[src/rtl/fp_cvt_w_s_if.sv]
// Handshake and payload bundle for the binary32 to 32-bit integer converter.
interface fp_cvt_w_s_if;
  logic        in_valid;
  logic        in_ready;
  logic [31:0] in_data;
  logic [2:0]  in_rm;
  logic        in_unsigned;
  logic        out_valid;
  logic        out_ready;
  logic [31:0] out_data;
  logic        out_nv;
  logic        out_nx;

  // Converter side
  modport slave (
    input  in_valid, in_data, in_rm, in_unsigned, out_ready,
    output in_ready, out_valid, out_data, out_nv, out_nx
  );

  // Issue / writeback side
  modport master (
    output in_valid, in_data, in_rm, in_unsigned, out_ready,
    input  in_ready, out_valid, out_data, out_nv, out_nx
  );
endinterface

[src/rtl/fp_cvt_w_s.sv]
// fcvt.w.s / fcvt.wu.s: binary32 to rounded, saturated 32-bit integer.
// Three stall-all stages: unpack, align, round+saturate (output register).
module fp_cvt_w_s (
  input logic         clk,
  input logic         rst_n,
  fp_cvt_w_s_if.slave bus
);
  localparam int unsigned DW = 32;
  localparam int unsigned MW = 24;
  localparam int unsigned EW = 10;
  localparam int unsigned RW = 3;
  localparam int unsigned AW = 33;
  localparam int unsigned XW = 64;

  localparam logic [DW-1:0] S_MAX = 32'h7FFF_FFFF;
  localparam logic [DW-1:0] S_MIN = 32'h8000_0000;
  localparam logic [DW-1:0] U_MAX = 32'hFFFF_FFFF;

  logic advance;

  // Stage 1 state
  logic                 s1_valid, s1_sign, s1_uns, s1_nan;
  logic signed [EW-1:0] s1_e;
  logic [MW-1:0]        s1_mant;
  logic [RW-1:0]        s1_rm;

  // Stage 2 state
  logic          s2_valid, s2_sign, s2_uns, s2_nan, s2_ovf, s2_guard, s2_sticky;
  logic [AW-1:0] s2_mag;
  logic [RW-1:0] s2_rm;

  // Unpack combinational
  logic [7:0]           in_exp;
  logic signed [EW-1:0] in_e;

  // Align combinational
  logic [5:0]    sh;
  logic [XW-1:0] wide;
  logic          al_ovf, al_guard, al_sticky;
  logic [AW-1:0] al_mag;

  // Round/saturate combinational
  logic          inexact, inc;
  logic [AW-1:0] rmag;
  logic [DW-1:0] neg_mag, res_data;
  logic          res_nv, res_nx;

  // Whole pipe moves only when the output register can take a new value
  assign advance      = !bus.out_valid || bus.out_ready;
  assign bus.in_ready = advance;

  // Unbiased exponent; subnormals and zero share e = -126 with hidden bit 0
  assign in_exp = bus.in_data[30:23];
  assign in_e   = (in_exp == 8'd0) ? EW'(-126) : $signed(EW'(in_exp) - EW'(127));

  // Stage 1: capture fields and classify
  always_ff @(posedge clk or negedge rst_n) begin
    if (!rst_n) begin
      s1_valid <= 1'b0;
      s1_sign  <= 1'b0;
      s1_uns   <= 1'b0;
      s1_nan   <= 1'b0;
      s1_e     <= '0;
      s1_mant  <= '0;
      s1_rm    <= '0;
    end else if (advance) begin
      s1_valid <= bus.in_valid;
      s1_sign  <= bus.in_data[31];
      s1_uns   <= bus.in_unsigned;
      s1_nan   <= (in_exp == 8'hFF) && (bus.in_data[22:0] != 23'd0);
      s1_e     <= in_e;
      s1_mant  <= {in_exp != 8'd0, bus.in_data[22:0]};
      s1_rm    <= bus.in_rm;
    end
  end

  // Fixed point with 32 fraction bits: value * 2^32 = mant << (e + 9), valid for 0 <= e <= 31
  assign sh   = s1_e[5:0] + 6'd9;
  assign wide = XW'(s1_mant) << sh;

  // Stage 2 combinational: magnitude, guard and sticky
  always_comb begin
    al_mag    = '0;
    al_guard  = 1'b0;
    al_sticky = 1'b0;
    // Inf/NaN land at e = 128, so the exponent test alone covers them
    al_ovf    = !s1_e[EW-1] && (s1_e[EW-2:5] != '0);
    if (!s1_e[EW-1] && !al_ovf) begin
      al_mag    = AW'(wide[XW-1:32]);
      al_guard  = wide[31];
      al_sticky = |wide[30:0];
    end else if (s1_e[EW-1]) begin
      al_guard  = (&s1_e) && s1_mant[MW-1];
      al_sticky = al_guard ? |s1_mant[MW-2:0] : |s1_mant;
    end
  end

  // Stage 2 register
  always_ff @(posedge clk or negedge rst_n) begin
    if (!rst_n) begin
      s2_valid  <= 1'b0;
      s2_sign   <= 1'b0;
      s2_uns    <= 1'b0;
      s2_nan    <= 1'b0;
      s2_ovf    <= 1'b0;
      s2_guard  <= 1'b0;
      s2_sticky <= 1'b0;
      s2_mag    <= '0;
      s2_rm     <= '0;
    end else if (advance) begin
      s2_valid  <= s1_valid;
      s2_sign   <= s1_sign;
      s2_uns    <= s1_uns;
      s2_nan    <= s1_nan;
      s2_ovf    <= al_ovf;
      s2_guard  <= al_guard;
      s2_sticky <= al_sticky;
      s2_mag    <= al_mag;
      s2_rm     <= s1_rm;
    end
  end

  // Stage 3 combinational: round, then range-check the rounded magnitude
  always_comb begin
    inexact  = s2_guard | s2_sticky;
    inc      = 1'b0;
    res_data = '0;
    res_nv   = 1'b0;
    res_nx   = 1'b0;
    case (s2_rm)
      3'b000:  inc = s2_guard & (s2_sticky | s2_mag[0]);
      3'b010:  inc = s2_sign & inexact;
      3'b011:  inc = !s2_sign & inexact;
      3'b100:  inc = s2_guard;
      default: inc = 1'b0;
    endcase
    rmag    = s2_mag + AW'(inc);
    neg_mag = (~rmag[DW-1:0]) + 32'd1;
    if (s2_ovf) begin
      res_nv = 1'b1;
      if (s2_nan || !s2_sign) res_data = s2_uns ? U_MAX : S_MAX;
      else                    res_data = s2_uns ? '0 : S_MIN;
    end else if (s2_uns) begin
      if (s2_sign && (rmag != '0)) begin
        res_nv = 1'b1;
      end else if (!s2_sign && rmag[AW-1]) begin
        res_nv   = 1'b1;
        res_data = U_MAX;
      end else begin
        res_data = s2_sign ? '0 : rmag[DW-1:0];
        res_nx   = inexact;
      end
    end else begin
      if (!s2_sign && (rmag > AW'(S_MAX))) begin
        res_nv   = 1'b1;
        res_data = S_MAX;
      end else if (s2_sign && (rmag > AW'(S_MIN))) begin
        res_nv   = 1'b1;
        res_data = S_MIN;
      end else begin
        res_data = s2_sign ? neg_mag : rmag[DW-1:0];
        res_nx   = inexact;
      end
    end
  end

  // Stage 3 / output register, held while the consumer stalls
  always_ff @(posedge clk or negedge rst_n) begin
    if (!rst_n) begin
      bus.out_valid <= 1'b0;
      bus.out_data  <= '0;
      bus.out_nv    <= 1'b0;
      bus.out_nx    <= 1'b0;
    end else if (advance) begin
      bus.out_valid <= s2_valid;
      bus.out_data  <= res_data;
      bus.out_nv    <= res_nv;
      bus.out_nx    <= res_nx;
    end
  end
endmodule
[src/flat_wrapper.sv]
// flat-port wrapper written by rule: the top's interface ports become plain ports
module fp_cvt_w_s_flat 
  (clk, rst_n, bus_in_valid, bus_in_data, bus_in_rm, bus_in_unsigned, bus_out_ready, bus_in_ready, bus_out_valid, bus_out_data, bus_out_nv, bus_out_nx);
  fp_cvt_w_s_if bus_i ();
  input logic clk;
  input logic rst_n;
  input wire logic [$bits(bus_i.in_valid)-1:0] bus_in_valid;
  input wire logic [$bits(bus_i.in_data)-1:0] bus_in_data;
  input wire logic [$bits(bus_i.in_rm)-1:0] bus_in_rm;
  input wire logic [$bits(bus_i.in_unsigned)-1:0] bus_in_unsigned;
  input wire logic [$bits(bus_i.out_ready)-1:0] bus_out_ready;
  output wire logic [$bits(bus_i.in_ready)-1:0] bus_in_ready;
  output wire logic [$bits(bus_i.out_valid)-1:0] bus_out_valid;
  output wire logic [$bits(bus_i.out_data)-1:0] bus_out_data;
  output wire logic [$bits(bus_i.out_nv)-1:0] bus_out_nv;
  output wire logic [$bits(bus_i.out_nx)-1:0] bus_out_nx;
  assign bus_i.in_valid = bus_in_valid;
  assign bus_i.in_data = bus_in_data;
  assign bus_i.in_rm = bus_in_rm;
  assign bus_i.in_unsigned = bus_in_unsigned;
  assign bus_i.out_ready = bus_out_ready;
  assign bus_in_ready = bus_i.in_ready;
  assign bus_out_valid = bus_i.out_valid;
  assign bus_out_data = bus_i.out_data;
  assign bus_out_nv = bus_i.out_nv;
  assign bus_out_nx = bus_i.out_nx;
  fp_cvt_w_s u_core (.clk(clk), .rst_n(rst_n), .bus(bus_i));
endmodule
[config.mk]
export PLATFORM = sky130hd
export DESIGN_NAME = fp_cvt_w_s_flat
export DESIGN_NICKNAME = d
export VERILOG_FILES = /design/src/rtl/fp_cvt_w_s_if.sv /design/src/rtl/fp_cvt_w_s.sv /design/src/flat_wrapper.sv
export SDC_FILE = /design/constraint.sdc
export NUM_CORES = 1
export LEC_CHECK = 0
export CELL_PAD_IN_SITES_DETAIL_PLACEMENT = 0
export CELL_PAD_IN_SITES_GLOBAL_PLACEMENT = 1
export CORE_MARGIN = 4
export CORE_UTILIZATION = 45
export CTS_BUF_LIST = sky130_fd_sc_hd__clkbuf_8
export DETAILED_ROUTE_END_ITERATION = 12
export PLACE_DENSITY = 0.82
export SETUP_SLACK_MARGIN = 0.15
export SYNTH_ARGS = -nofsm -noshare
export SYNTH_HDL_FRONTEND = slang
export SYNTH_SLANG_ARGS = --single-unit
[constraint.sdc]
create_clock -name clk -period 5 [get_ports clk]
set_input_delay 0.5 -clock clk [delete_from_list [all_inputs] [get_ports clk]]
set_output_delay 0.5 -clock clk [all_outputs]
set_load 0.01 [all_outputs]
==> results of run 1 <==
-- per-stage QoR --
step	hold WS, ns	std cells	power [mW]	setup slack, ns
global placement	0.451	1450	5.15	0.236
CTS	0.0209	1482	6.08	0.183
floorplan	0.204	1152	3.91	0.586
finish	0.0208	1489	6.22	0.440
detailed placement	0.456	1450	5.17	0.227
global route	0.0389	1489	6.68	0.0760
-- cells in the mapped netlist (all sizes together), types with 19 or more instances --
cell type    n
clkbuf      61
o21ai      108
nor2        70
nand3       43
a22oi       20
nand4       28
nor3        19
a31oi       36
buf         26
nand2      228
xor2        21
dfrtp      117
mux2i       24
mux4        25
nor4        33
xnor2       41
a21oi       44
-- final cells by class --
cell class	count	share of cell area, %
multi-input cells	930	55.3
flip-flops and latches	117	27.1
repair buffers	122	10.2
well taps	270	3.12
clock buffers	18	2.29
clock inverters	14	1.41
inverters	18	0.625
-- critical path, cell delays in order, from the launching register on --
cell and delay, ns:
dfrtp_1 0.37, or2_2 0.12, and3b_1 0.17, a21oi_1 0.07
o21ai_1 0.24, ha_1 0.23, ha_1 0.31, nand4_2 0.26
buf_4 0.25, nor4_1 0.34, xor2_1 0.25, nor4_4 0.40
nand3_2 0.19, nor4_4 0.29, buf_4 0.18, o21ai_4 0.11
or4b_1 0.50, a31oi_1 0.19
-- report_power, final --
part | internal [mW] | switching (mW) | leakage (nW)
clock network | 0.459 | 0.437 | 0.192
logic | 1.63 | 2.19 | 2.71
registers | 1.21 | 0.284 | 1.48
total | 3.31 | 2.91 | 4.38
-- cell families after synthesis --
logic type / synth area share (%)
simple gates: 26.3
compound gates: 21.6
flops: 31.7
buf+inv: 4.61
xor+xnor: 5.87
mux: 9.05
fa+ha+maj: 0.947
-- routing by layer --
metal	vias up	wire length [um]
met5	-	0
met3	48	2440
li1	4367	-
met2	430	13400
met4	0	536
met1	4481	13600
-- sequential cells by signal, indices dropped and copies added, names as in the netlist --
signal and count:
u_core.s2_mag 32, u_core.s2_sticky 1, u_core.s1_uns 1, u_core.s2_rm 3
u_core.bus.out_nx 1, u_core.bus.out_nv 1, u_core.s1_mant 24, u_core.s2_sign 1
u_core.s2_nan 1, u_core.s1_valid 1, u_core.bus.out_data 32, u_core.bus.out_valid 1
u_core.s2_uns 1, u_core.s1_e 9, u_core.s1_nan 1, u_core.s2_ovf 1
u_core.s2_guard 1, u_core.s1_rm 3, u_core.s1_sign 1, u_core.s2_valid 1
-- worst paths after layout --
kind	from	endpoint	slack, ns	depth (start not counted)
max in group asynchronous	rst_n	u_core.bus.out_data[31]$_DFFE_PN0P_	3.94	2
min in group clk	u_core.s1_rm[0]$_DFFE_PN0P_	u_core.s1_rm[0]$_DFFE_PN0P_	0.47	2
hold / removal	rst_n	u_core.s2_mag[8]$_DFFE_PN0P_	0.02	1
hold reg to reg	u_core.s1_rm[0]$_DFFE_PN0P_	u_core.s1_rm[0]$_DFFE_PN0P_	0.47	2
setup / recovery	u_core.s2_sticky$_DFFE_PN0P_	u_core.bus.out_data[16]$_DFFE_PN0P_	0.44	17
setup reg to reg	u_core.s2_sticky$_DFFE_PN0P_	u_core.bus.out_data[16]$_DFFE_PN0P_	0.44	17
-- repair_timing --
item                                    in CTS  in global routing
buffers inserted                             0                  7
endpoints found under the hold margin        0                  0
endpoints found under the setup margin       0                 34
resized for setup                            0                  6
==> results.json, run 1 <==
{
  "status": "finished, final reports clean",
  "rsz0062_at_grt": "yes",
  "maxCapViolCount": 0,
  "hold_buffers": 0,
  "worstSetupEndpointType": "register",
  "grt_pass1_wl_mm": 48.3,
  "hpwl_mm": 22.4,
  "core_area_um2": 20200,
  "met1_usage_pct": 40.5,
  "holdCritPathClass": "in -> async",
  "drtIter0Drc": 1039,
  "htreeDepth": 4,
  "fin_tns_setup_ns": 0,
  "fin_crit_ns": 4.56,
  "synth_edf_count": 0,
  "mostFrequentLayoutCell": "nand2_1",
  "synth_top_area_share_pct": 31.7,
  "nets": 1253,
  "avgSynthCellArea_um2": 8.03,
  "met2_usage_pct": 39.9,
  "critPathMaxFanout": 9,
  "drive_gt1_share_pct": 11.6,
  "viasPerCell": 6.26,
  "grt.busiest_layer": "met1",
  "synth-seq-area-share_pct": 31.7,
  "cts_tree": "yes",
  "diodes": 0,
  "worstMarginPinSlew_ns": 1.05,
  "boundaryPins": 76,
  "start_util_pct": 45.7,
  "grt.overflow.total": 0,
  "criticalPathCategory": "reg -> reg",
  "hold_viol_final": 0,
  "antenna_found_initial": 0,
  "finish.utilization_pct": 53.5,
  "routed_wl_mm": 30.0,
  "multi_input_area_um2": 5980,
  "die_area_um2": 22900,
  "timing.fmax_mhz": 219,
  "drc_errors": 0,
  "cts.reportedPaths.clkPinSlew_ns": 0.08,
  "die_h_um": 151,
  "ctsRootBufferMaster": "clkbuf_8",
  "gp_congestion": 0.955,
  "synthArstFlopShare_pct": 100,
  "rows": 52,
  "die_w_um": 151,
  "syn-cell-area_um2": 9250,
  "firstDrtPassIters": 9,
  "clk_latency_ns": 0.45,
  "synth_top_cell_by_area": "dfrtp_1",
  "cp.required_ns": 5.37,
  "critPathArrivalTime_ns": 4.93,
  "fillers": 1908,
  "synth_top_flop_cell": "dfrtp_1",
  "power_density_nw_per_um2": 575,
  "routedWlPerCell_um": 20.2,
  "synth_cell_type_count": 75,
  "max_slew_margin_pct": 29.7,
  "synth_fp_nets": 1199,
  "area_growth_pct": 16.9,
  "cts_sinks": 117,
  "power.leakage_nw": 4.38,
  "vias": 9326,
  "slew_viol_final": 0,
  "ys_ff_latch": 117,
  "vdd_drop_max_mv": 0.302,
  "register_area_um2": 2930,
  "fin_crit_sh_pct": 91.2,
  "grt_max_degree": 53,
  "track_usage_pct": 26.9,
  "grt_util_met3_pct": 4.52,
  "crit_path_start_kind": "register",
  "postPlaceCellArea_um2": 10300,
  "clockBufferDepth": 2,
  "cts_inserted_buffers": 17,
  "final_cell_mix": "227 x nand2_1, 117 x dfrtp_1, 106 x o21ai_0",
  "grt_pass1_vias": 8521,
  "skew_ns": 0.0188,
  "portBuffers": 75,
  "ys_warn_count": 0,
  "antenna_left": 0,
  "fin_area_um2": 10800,
  "synth.area.top_cells": "dfrtp_1 32%, nand2_1 9.2%, mux4_2 6.1%",
  "netlist_instances": 1152,
  "finalSetupViolations": 0
}
(Power assumes the default switching activity.)
==> run 2, diff against run 1 <==
Settings changed: ABC_AREA set to 1, CORE_UTILIZATION 45 to 43, HOLD_SLACK_MARGIN set to 0.03, PLACE_DENSITY 0.82 to 0.9.
==> run 2 against run 1 <==
Register-to-register slack better by 0.53 ns. Clock power increased by 9.8%. Die area grew 8.3%. Sequential share of layout area shrank 0.41 points. Clock-buffer cell count shrank 1. Combinational power shrank 4%. Wire length grew 7.4%. Flip-flop and latch count did not move. Sequential power shrank 3%. Critical endpoint is now u_core.bus.out_nv$_DFFE_PN0P_. Largest cell class unchanged.
==> results.json, run 2 <==
{
  "grt_max_degree": 59,
  "cts_sinks": 117,
  "netlist_instances": 1584,
  "wl_met3_mm": 1.90,
  "synthTopCellsByCount": "562 x nand2_1, 159 x o21ai_0, 154 x nor2_1",
  "avgSynthCellArea_um2": 6.07,
  "power_switching_mw": 3.14,
  "holdCritPathClass": "in -> async",
  "power_density_nw_per_um2": 558,
  "r2r_start": "u_core.s2_sign$_DFFE_PN0P_",
  "ys_ff_latch": 117,
  "critPathArrivalTime_ns": 4.38,
  "pwr-share-comb_pct": 60.1,
  "r2r_slack_ns": 0.97,
  "synth_fp_nets": 1631,
  "nets": 1668,
  "syn-cell-area_um2": 9610,
  "cts_tree": "yes",
  "fin_area_um2": 11000,
  "gp_congestion": 0.968,
  "critical-path-max-stage-delay_ns": 0.57,
  "ctsRootBufferMaster": "clkbuf_8",
  "postPlaceCellArea_um2": 10600,
  "mostFrequentLayoutCell": "nand2_1",
  "drc_errors": 0,
  "place_inst": 1882,
  "die_area_um2": 24800,
  "boundaryPins": 76,
  "die_w_um": 158,
  "swShare_pct": 51.3,
  "rsz0062_at_grt": "no",
  "routed_wl_mm": 32.3,
  "status": "finished, final reports clean",
  "grt_pass1_vias": 9947,
  "routedWlPerCell_um": 16.9,
  "final_cell_mix": "562 x nand2_1, 159 x o21ai_0, 151 x nor2_1",
  "worstMarginPinSlew_ns": 0.957,
  "top_regs": "u_core.bus.out_data x32, u_core.s2_mag x32, u_core.s1_mant x24",
  "synth_cell_type_count": 43,
  "ys_warn_count": 0,
  "critPathMaxFanout": 14,
  "synthArstFlopShare_pct": 100,
  "hpwl_mm": 25.2,
  "multi_input_area_um2": 5910,
  "track_usage_pct": 26.8,
  "power_mw": 6.13,
  "slew_viol_final": 0,
  "antenna_left": 0,
  "cts_resized": 0,
  "drtIter0Drc": 913,
  "portBuffers": 75,
  "reg2reg_depth": 21,
  "antenna_found_initial": 0,
  "finalWorstSetupSlack_ns": 0.965,
  "fillers": 2386,
  "clk_latency_ns": 0.47,
  "start_util_pct": 43.9,
  "worstSetupEndpointType": "register",
  "hold_viol_final": 0,
  "fin_tns_setup_ns": 0,
  "pwr-share-clk_pct": 16.1,
  "layout.cells.non_filler": 1914,
  "fin_crit_sh_pct": 80.7,
  "synth.area.top_cells": "dfrtp_1 30%, nand2_1 22%, o21ai_0 8.3%",
  "max_slew_margin_pct": 36.1,
  "reg2reg_to": "u_core.bus.out_nv$_DFFE_PN0P_",
  "routed.top_layer": "met4",
  "htreeDepth": 4,
  "yosysMostFrequentCell": "nand2_1",
  "clockBufferDepth": 2,
  "cts_post_setup_buffers_inserted": 0,
  "grt_pass1_wl_mm": 52.6,
  "core_area_um2": 21900,
  "drive_gt1_share_pct": 6.98,
  "viasPerCell": 5.52,
  "post-place-ws_ns": 0.999,
  "synth_edf_count": 0,
  "register_area_um2": 2930,
  "area_growth_pct": 14.3,
  "drt-met1-wl_mm": 14.9,
  "crit_top_cell": "nand2_1",
  "fin_crit_ns": 4.03,
  "slowest_stage": "dfrtp_1",
  "whs_ns": 0.0888,
  "rows": 54,
  "skew_ns": 0.0243,
  "vias": 10600,
  "diodes": 0,
  "power.leakage_nw": 5.21,
  "criticalPathCategory": "reg -> reg",
  "synth_top_flop_cell": "dfrtp_1",
  "hold_buffers": 0,
  "synth-seq-area-share_pct": 30.5,
  "timing.fmax_mhz": 248,
  "cts.reportedPaths.clkPinSlew_ns": 0.08,
  "cts_inserted_buffers": 17,
  "grt.overflow.total": 0,
  "die_h_um": 158,
  "synth_top_area_share_pct": 30.5,
  "synth_top_cell_by_area": "dfrtp_1",
  "pwr-share-seq_pct": 23.9,
  "path_cells": "clkinv_1 > nand2_1 > nand4_1 > o21ai_0 > ha_1 > ha_1 > nand3_1 > nor2_2 > nand3_1 > nand2_1 > nand2_1 > nor2_1 > nand3_1 > nor2_1 > nand3_2 > nand2_2 > nand2_1 > o21ai_1 > nand2_1 > nand2_1 > nand2_1",
  "firstDrtPassIters": 5,
  "p_int_mw": 2.99,
  "met2_length_mm": 14.9,
  "finalSetupViolations": 0,
  "crit_path_start_kind": "register",
  "cp.required_ns": 5.35,
  "finish.utilization_pct": 50.2,
  "maxCapViolCount": 0,
  "vdd_drop_max_mv": 0.329
}
run 2: cell count changes after synthesis, moves of 19 or more:
cell,delta
nand2_1,+335
a22oi_1,-19
inv_1,+110
xnor2_1,-39
nor2_1,+84
mux4_2,-25
o21ai_0,+52
a31oi_1,-35
nand3_1,+104
mux2i_1,-20
run 2: cell families (layout without fill, tap and decap cells):
group | count (synthesis) | count (layout) | share of synthesized area (%)
fa+ha+maj | 7 | 7 | 0.911
flops | 117 | 117 | 30.5
buf+inv | 207 | 257 | 8.30
compound gates | 255 | 255 | 14.8
mux | 4 | 4 | 0.416
xor+xnor | 15 | 15 | 1.37
simple gates | 979 | 979 | 43.8
run 2: cell type report:
cell class                 instances  share of cell area, %
inverter                         135                   4.61
tap                              280                   3.19
multi-input combinational       1260                   53.8
timing repair buffer              90                   7.84
clock inverter                    15                   1.75
clock buffer                      17                   2.13
sequential                       117                   26.7
run 2: worst max-delay path by stage:
stage / start / end / slack, ns / cells past startpoint
finish: u_core.s2_sign$_DFFE_PN0P_ / u_core.bus.out_nv$_DFFE_PN0P_ / 0.97 / 21
global route: u_core.s2_sign$_DFFE_PN0P_ / u_core.bus.out_nv$_DFFE_PN0P_ / 0.45 / 21
CTS: u_core.s2_sign$_DFFE_PN0P_ / u_core.bus.out_nv$_DFFE_PN0P_ / 0.97 / 21
detailed placement: u_core.s2_sign$_DFFE_PN0P_ / u_core.bus.out_nv$_DFFE_PN0P_ / 1.0 / 21
global placement: u_core.s2_sign$_DFFE_PN0P_ / u_core.bus.out_nv$_DFFE_PN0P_ / 1.08 / 21
floorplan: u_core.s2_sign$_DFFE_PN0P_ / u_core.bus.out_data[1]$_DFFE_PN0P_ / 1.46 / 23
run 2: critical path, delay by kind of cell, from the launching register on:
kind / cells / cell delay, ns
fa+ha+maj: 2 / 0.47
buf+inv: 1 / 0.15
simple gates: 16 / 2.33
compound gates: 2 / 0.38
flops: 1 / 0.57
run 2: metal layers:
metal / GRT usage, % / vias up
li1: - / 5257
met2: 42.4 / 330
met5: 0 / -
met1: 37.7 / 4935
met4: 8.03 / 0
met3: 4.40 / 46
run 2: power groups by stage:
stage / combinational [mW] / sequential [mW] / clock [mW]
6_report: 3.68 / 1.46 / 0.984
5_1_grt: 4.14 / 1.50 / 1.05
4_1_cts: 3.65 / 1.46 / 1.00
3_5_place_dp: 3.64 / 1.48 / 0
3_3_place_gp: 3.64 / 1.48 / 0
2_1_floorplan: 2.42 / 1.47 / 0
